**src/rtl/mode_det_param.sv**
```systemverilog
// -----------------------------------------------------------------------------
// mode_det_param
// Serial test-mode key detector and mode-select decoder for the EEPROM core.
// While a0_csbar is low, each rising edge samples a2_wpbar. A KEY_W-bit key
// enables test mode. After that, (MODE_W+1)-bit frames (code MSB first, then
// an odd-parity bit) select one of MODE_NUM modes. A partial frame is dropped
// after TO_MAX idle edges (a0_csbar high).
//
// Ports
//   mode_cfg_clk   in   1       clock, all state on rising edge
//   por_rst_n      in   1       asynchronous active-low power-on reset
//   a0_csbar       in   1       sample enable, active low
//   a2_wpbar       in   1       serial data bit
//   ee_wbusy_comb  in   1       EE write busy, clears key shifter while hunting
//   test_disable   in   1       synchronous exit from test mode (clears all)
//   test_en        out  1       test mode active
//   mode_val       out  1       mode_sel holds a validated mode
//   mode_sel       out  MODE_W  selected mode code
//   mode_err       out  1       last completed frame failed parity/range check
// -----------------------------------------------------------------------------
module mode_det_param #(
    parameter int unsigned       KEY_W    = 8,
    parameter logic [KEY_W-1:0]  KEY_SEQ  = 8'hD2,
    parameter int unsigned       MODE_W   = 3,
    parameter int unsigned       MODE_NUM = 5,
    parameter int unsigned       TO_W     = 8,
    parameter int unsigned       TO_MAX   = 200
) (
    input  logic              mode_cfg_clk,
    input  logic              por_rst_n,
    input  logic              a0_csbar,
    input  logic              a2_wpbar,
    input  logic              ee_wbusy_comb,
    input  logic              test_disable,
    output logic              test_en,
    output logic              mode_val,
    output logic [MODE_W-1:0] mode_sel,
    output logic              mode_err
);

    localparam int unsigned CNT_W = $clog2(MODE_W + 1);

    localparam logic [CNT_W-1:0]  LAST_BIT = CNT_W'(MODE_W);
    localparam logic [CNT_W-1:0]  CNT_ONE  = CNT_W'(1);
    localparam logic [TO_W-1:0]   TO_LIM   = TO_W'(TO_MAX);
    localparam logic [TO_W-1:0]   TO_ONE   = TO_W'(1);
    localparam logic [MODE_W:0]   CODE_LIM = (MODE_W + 1)'(MODE_NUM);

    typedef enum logic [1:0] {
        S_HUNT   = 2'd0,
        S_CODE   = 2'd1,
        S_ACTIVE = 2'd2
    } state_e;

    // A frame is accepted when the parity over code and parity bit is odd
    // and the code is one of the legal modes.
    function automatic logic frame_ok(input logic [MODE_W:0] frame);
        logic             par_ok;
        logic [MODE_W:0]  code_ext;
        par_ok   = ^frame;
        code_ext = {1'b0, frame[MODE_W:1]};
        return par_ok & (code_ext < CODE_LIM);
    endfunction

    state_e              state_q,    state_d;
    logic [KEY_W-1:0]    key_sr_q,   key_sr_d;
    logic [MODE_W-1:0]   frame_sr_q, frame_sr_d;
    logic [CNT_W-1:0]    bit_cnt_q,  bit_cnt_d;
    logic [TO_W-1:0]     to_cnt_q,   to_cnt_d;
    logic                test_en_q,  test_en_d;
    logic                mode_val_q, mode_val_d;
    logic [MODE_W-1:0]   mode_sel_q, mode_sel_d;
    logic                mode_err_q, mode_err_d;

    logic                sample_s;
    logic [KEY_W:0]      key_s;
    logic [MODE_W:0]     frame_s;

    // Next-state and output decode for the hunt/code/active machine.
    always_comb begin
        state_d    = state_q;
        key_sr_d   = key_sr_q;
        frame_sr_d = frame_sr_q;
        bit_cnt_d  = bit_cnt_q;
        to_cnt_d   = to_cnt_q;
        test_en_d  = test_en_q;
        mode_val_d = mode_val_q;
        mode_sel_d = mode_sel_q;
        mode_err_d = mode_err_q;

        sample_s = ~a0_csbar;
        key_s    = {key_sr_q, a2_wpbar};
        frame_s  = {frame_sr_q, a2_wpbar};

        if (test_disable) begin
            // Exit wins over everything, including a key match on this edge.
            state_d    = S_HUNT;
            key_sr_d   = '0;
            bit_cnt_d  = '0;
            to_cnt_d   = '0;
            test_en_d  = 1'b0;
            mode_val_d = 1'b0;
            mode_sel_d = '0;
            mode_err_d = 1'b0;
        end else begin
            case (state_q)
                S_HUNT: begin
                    if (ee_wbusy_comb) begin
                        key_sr_d = '0;
                    end else if (sample_s) begin
                        key_sr_d = key_s[KEY_W-1:0];
                        if (key_s[KEY_W-1:0] == KEY_SEQ) begin
                            test_en_d = 1'b1;
                            bit_cnt_d = '0;
                            to_cnt_d  = '0;
                            state_d   = S_CODE;
                        end else begin
                            state_d = S_HUNT;
                        end
                    end else begin
                        state_d = S_HUNT;
                    end
                end
                S_CODE, S_ACTIVE: begin
                    if (sample_s) begin
                        to_cnt_d = '0;
                        if (bit_cnt_q == LAST_BIT) begin
                            bit_cnt_d = '0;
                            if (frame_ok(frame_s)) begin
                                mode_sel_d = frame_s[MODE_W:1];
                                mode_val_d = 1'b1;
                                mode_err_d = 1'b0;
                                state_d    = S_ACTIVE;
                            end else begin
                                mode_err_d = 1'b1;
                            end
                        end else begin
                            frame_sr_d = frame_s[MODE_W-1:0];
                            bit_cnt_d  = bit_cnt_q + CNT_ONE;
                        end
                    end else if (bit_cnt_q != '0) begin
                        // Idle inside a frame: drop the partial frame after TO_MAX edges.
                        if ((to_cnt_q + TO_ONE) == TO_LIM) begin
                            bit_cnt_d = '0;
                            to_cnt_d  = '0;
                        end else begin
                            to_cnt_d = to_cnt_q + TO_ONE;
                        end
                    end else begin
                        to_cnt_d = '0;
                    end
                end
                default: begin
                    state_d    = S_HUNT;
                    key_sr_d   = '0;
                    bit_cnt_d  = '0;
                    to_cnt_d   = '0;
                    test_en_d  = 1'b0;
                    mode_val_d = 1'b0;
                    mode_sel_d = '0;
                    mode_err_d = 1'b0;
                end
            endcase
        end
    end

    // State and output registers with asynchronous power-on reset.
    always_ff @(posedge mode_cfg_clk or negedge por_rst_n) begin
        if (!por_rst_n) begin
            state_q    <= S_HUNT;
            key_sr_q   <= '0;
            frame_sr_q <= '0;
            bit_cnt_q  <= '0;
            to_cnt_q   <= '0;
            test_en_q  <= 1'b0;
            mode_val_q <= 1'b0;
            mode_sel_q <= '0;
            mode_err_q <= 1'b0;
        end else begin
            state_q    <= state_d;
            key_sr_q   <= key_sr_d;
            frame_sr_q <= frame_sr_d;
            bit_cnt_q  <= bit_cnt_d;
            to_cnt_q   <= to_cnt_d;
            test_en_q  <= test_en_d;
            mode_val_q <= mode_val_d;
            mode_sel_q <= mode_sel_d;
            mode_err_q <= mode_err_d;
        end
    end

    assign test_en  = test_en_q;
    assign mode_val = mode_val_q;
    assign mode_sel = mode_sel_q;
    assign mode_err = mode_err_q;

endmodule

```
**config.mk**
```make
export PLATFORM = sky130hd
export DESIGN_NAME = mode_det_param
export DESIGN_NICKNAME = d
export VERILOG_FILES = /design/src/rtl/mode_det_param.sv
export SDC_FILE = /design/constraint.sdc
export NUM_CORES = 1
export LEC_CHECK = 0
export ABC_CLOCK_PERIOD_IN_PS = 1990
export CELL_PAD_IN_SITES_DETAIL_PLACEMENT = 0
export CELL_PAD_IN_SITES_GLOBAL_PLACEMENT = 1
export CORE_MARGIN = 5
export CORE_UTILIZATION = 40
export CTS_CLUSTER_SIZE = 10
export DETAILED_ROUTE_END_ITERATION = 10
export GPL_ROUTABILITY_DRIVEN = 0
export PLACE_DENSITY_LB_ADDON = 0.15
export SYNTH_ARGS = -nofsm -noshare
export SYNTH_HDL_FRONTEND = slang
export SYNTH_SLANG_ARGS = --single-unit
```
**constraint.sdc**
```tcl
create_clock -name mode_cfg_clk -period 1.99 [get_ports mode_cfg_clk]
set_input_delay 0.597 -clock mode_cfg_clk [delete_from_list [all_inputs] [get_ports mode_cfg_clk]]
set_output_delay 0.597 -clock mode_cfg_clk [all_outputs]
set_load 0.02 [all_outputs]
```
==> impl_metrics.toml <==
[outcome]
status = "finished clean"

[die]
io_pins = 12
core-area_um2 = 3390
die_y_um = 69.8
dieWidth_um = 69.8
num_rows = 21
start_util_pct = 42.2
fp.dieArea_um2 = 4870

[job]
max_cap_viol_count = 0

[timing]
clock.fmax_mhz = 519
hold_viol = 0
relSlewSlack_pct = 75.9
setup_viol = 0
worst_pin_slew_ns = 0.362
maxSlewViolCount = 0
min_period_ns = 1.93
finalCritPeriodShare_pct = 96.9
worst_clock_skew_ns = 0.0119
whs_ns = 0.513

[pwr]
netSwitchingFraction_pct = 27.5
ir_worst_vdd_v = 0.000512
seq_power_share_pct = 47.4
pwr-share-clk_pct = 28.0
pwr-share-comb_pct = 24.7
leakagePower_uw = 0.000850
power-per-cell-area_nw_per_um2 = 717
p_switching_uw = 370
internal_power_uw = 976

[critical_path]
crit_cells = 5
critPathMaxFanout = 6
reg2reg_to = "state_q[0]"
path_buf_inv = 1
max_stage_delay_ns = 0.53
cp-end-kind = "flip-flop"
critPathRequiredTime_ns = 2.26
r2r_setup_slack_ns = 0.10
path_cells = "clkdlybuf4s50_1 > nor4b_4 > a41oi_4 > or4_1 > o21ai_0"
crit_family = "simple AND/OR/NAND/NOR gates"
slowest_stage = "or4_1"
rr_worst_depth = 6
crit_end = "to_cnt_q[7]"
worstReg2RegStart = "frame_sr_q[1]"
critPathKind = "primary input to flip-flop"
cp.arrival_ns = 2.20
crit_start = "ee_wbusy_comb"
worstSetupStartpointType = "primary input"

[clock_tree]
path_clk_slew_ns = 0.16
htreeDepth = 1
clock-root-buffer = "clkbuf_4"
cts_buffers = 3
clock_latency_ns = 0.33
cts_sinks = 28
cts_tree = "done"
cts_hold_buf = 0
cts_buffer_depth = 2

[finish]
nNetsFinal = 187
diodes = 0
syn2layout_area_growth_pct = 31.4
drive_gt1_share_pct = 22.4
final_util_pct = 55.4

[placement]
hpwl_um = 2290
port_buffers = 11

[yosys]
ys_types = 39
syn_avg_cell_area_um2 = 10.1
yosys.area.top_type = "dfrtp_1"
ys_seq_area_share_pct = 49.0
synth-async-reset-ratio_pct = 100
syn_area_um2 = 1430
synthesis.nets = 153
netlist_instances = 141
yosys.cell_count.top_type = "dfrtp_1"
yosysWarnings = 0
synth-edff-count = 0
synth_area_leaders = "dfrtp_1, a22o_1, ha_1"
ys_ff_latch = 28
synth_top_area_share_pct = 49.0
ys.flop_type = "dfrtp_1"
synthTopCellsByCount = "dfrtp_1, nand2_1, a22o_1, inv_1, o21ai_0"

[grt]
antenna_found_initial = 0
grt_pass1_vias = 1200
track_usage_pct = 13.4
grt_max_degree = 29
grt_pass1_wl_um = 5370
grt_overflow_total = 0

[hold_path]
hp-class = "flip-flop to flip-flop"

[detailed_routing]
vias = 1164
ant_nets = 0
drt_iter0_drc = 66
drc_errors = 0
firstDrtPassIters = 4
wl_um = 3130
vias_per_cell = 5.29
wl_per_cell_um = 14.2
sequential cells by signal, indices dropped and copies added (netlist names):
register and flops:
state_q 2, key_sr_q 7, mode_err 1, to_cnt_q 8, mode_val 1, bit_cnt_q 2
frame_sr_q 3, test_en 1, mode_sel 3
worst reg2reg max path: cells and delay by family, from the launching register on:
kind / cells / cell delay (ns)
flops: 1 / 0.40
fa+ha+maj: 1 / 0.32
buf+inv: 1 / 0.06
xor+xnor: 1 / 0.19
compound gates: 2 / 0.46
mux: 1 / 0.37
final cells by class:
class,count,area [µm²]
sequential,28,701
timing repair buffer,33,284
tap,46,57.6
clock buffer,3,22.5
clock inverter,1,30.0
multi-input combinational,98,742
fill,292,1510
inverter,11,41.3
through the flow:
stage / cells / area (µm²) / setup slack, ns / TNS [ns] / power, µW
global route: 220 / 1880 / -0.00309 / -0.00309 / 1420
floorplan: 141 / 1430 / 0.106 / 0 / 822
finish: 220 / 1880 / 0.0622 / 0 / 1350
CTS: 219 / 1830 / 0.00528 / 0 / 1330
global placement: 214 / 1720 / -0.457 / -6.50 / 927
detailed placement: 214 / 1720 / -0.580 / -7.43 / 931
placed cells by master (no fill, tap or decap), types with 3 or more instances in the layout:
master,n
o31ai_1,3
o21ai_0,9
nor2b_1,3
dfrtp_1,28
a22o_1,11
ha_1,6
mux2_2,3
clkdlybuf4s50_1,9
nand3_1,4
nand2_1,12
a21oi_1,5
buf_4,21
nor3_1,4
nor2_1,7
clkbuf_4,3
o22ai_1,3
inv_1,11
worst min-delay path by stage:
stage                  from            to  slack, ns  depth (start not counted)
3_3_place_gp       mode_err      mode_err       0.48                          1
3_5_place_dp       mode_err      mode_err       0.48                          1
4_1_cts        bit_cnt_q[0]  bit_cnt_q[0]       0.52                          1
6_report       bit_cnt_q[0]  bit_cnt_q[0]       0.51                          1
2_1_floorplan     por_rst_n  bit_cnt_q[0]       0.30                          0
5_1_grt          state_q[0]    state_q[0]       0.54                          1
layer usage:
metal / global-route usage (%) / wire [µm] / up-vias
met4: 2.55 / 17 / 0
li1: - / - / 576
met5: 0 / 0 / -
met3: 3.48 / 84 / 2
met2: 22.8 / 1550 / 12
met1: 17.1 / 1480 / 574
power by group through the flow:
stage	Sequential (µW)	Clock, µW	Combinational (µW)
4_1_cts	638	390	306
3_3_place_gp	649	0	278
3_5_place_dp	649	0	282
6_report	638	376	332
2_1_floorplan	646	0	176
5_1_grt	641	408	373
cell families (layout without fill, tap and decap cells):
logic type	after synthesis	in the layout	synth area share, %
and+or+nand+nor	47	47	17.8
AOI/OAI and AO/OA	40	40	19.7
DFF	28	28	49.0
buffers and inverters	15	48	4.55
adders and majority gates	6	6	5.25
muxes	4	4	3.06
xor gates and xnor gates	1	1	0.613
repair_timing:
item,in CTS,in global routing
gates cloned,0,0
endpoints found under the hold margin,0,0
pin swaps,2,2
gates resized for setup,7,7
buffers inserted,1,1
setup endpoints to repair,9,10
Note: power is estimated with default switching activity, not from simulation.
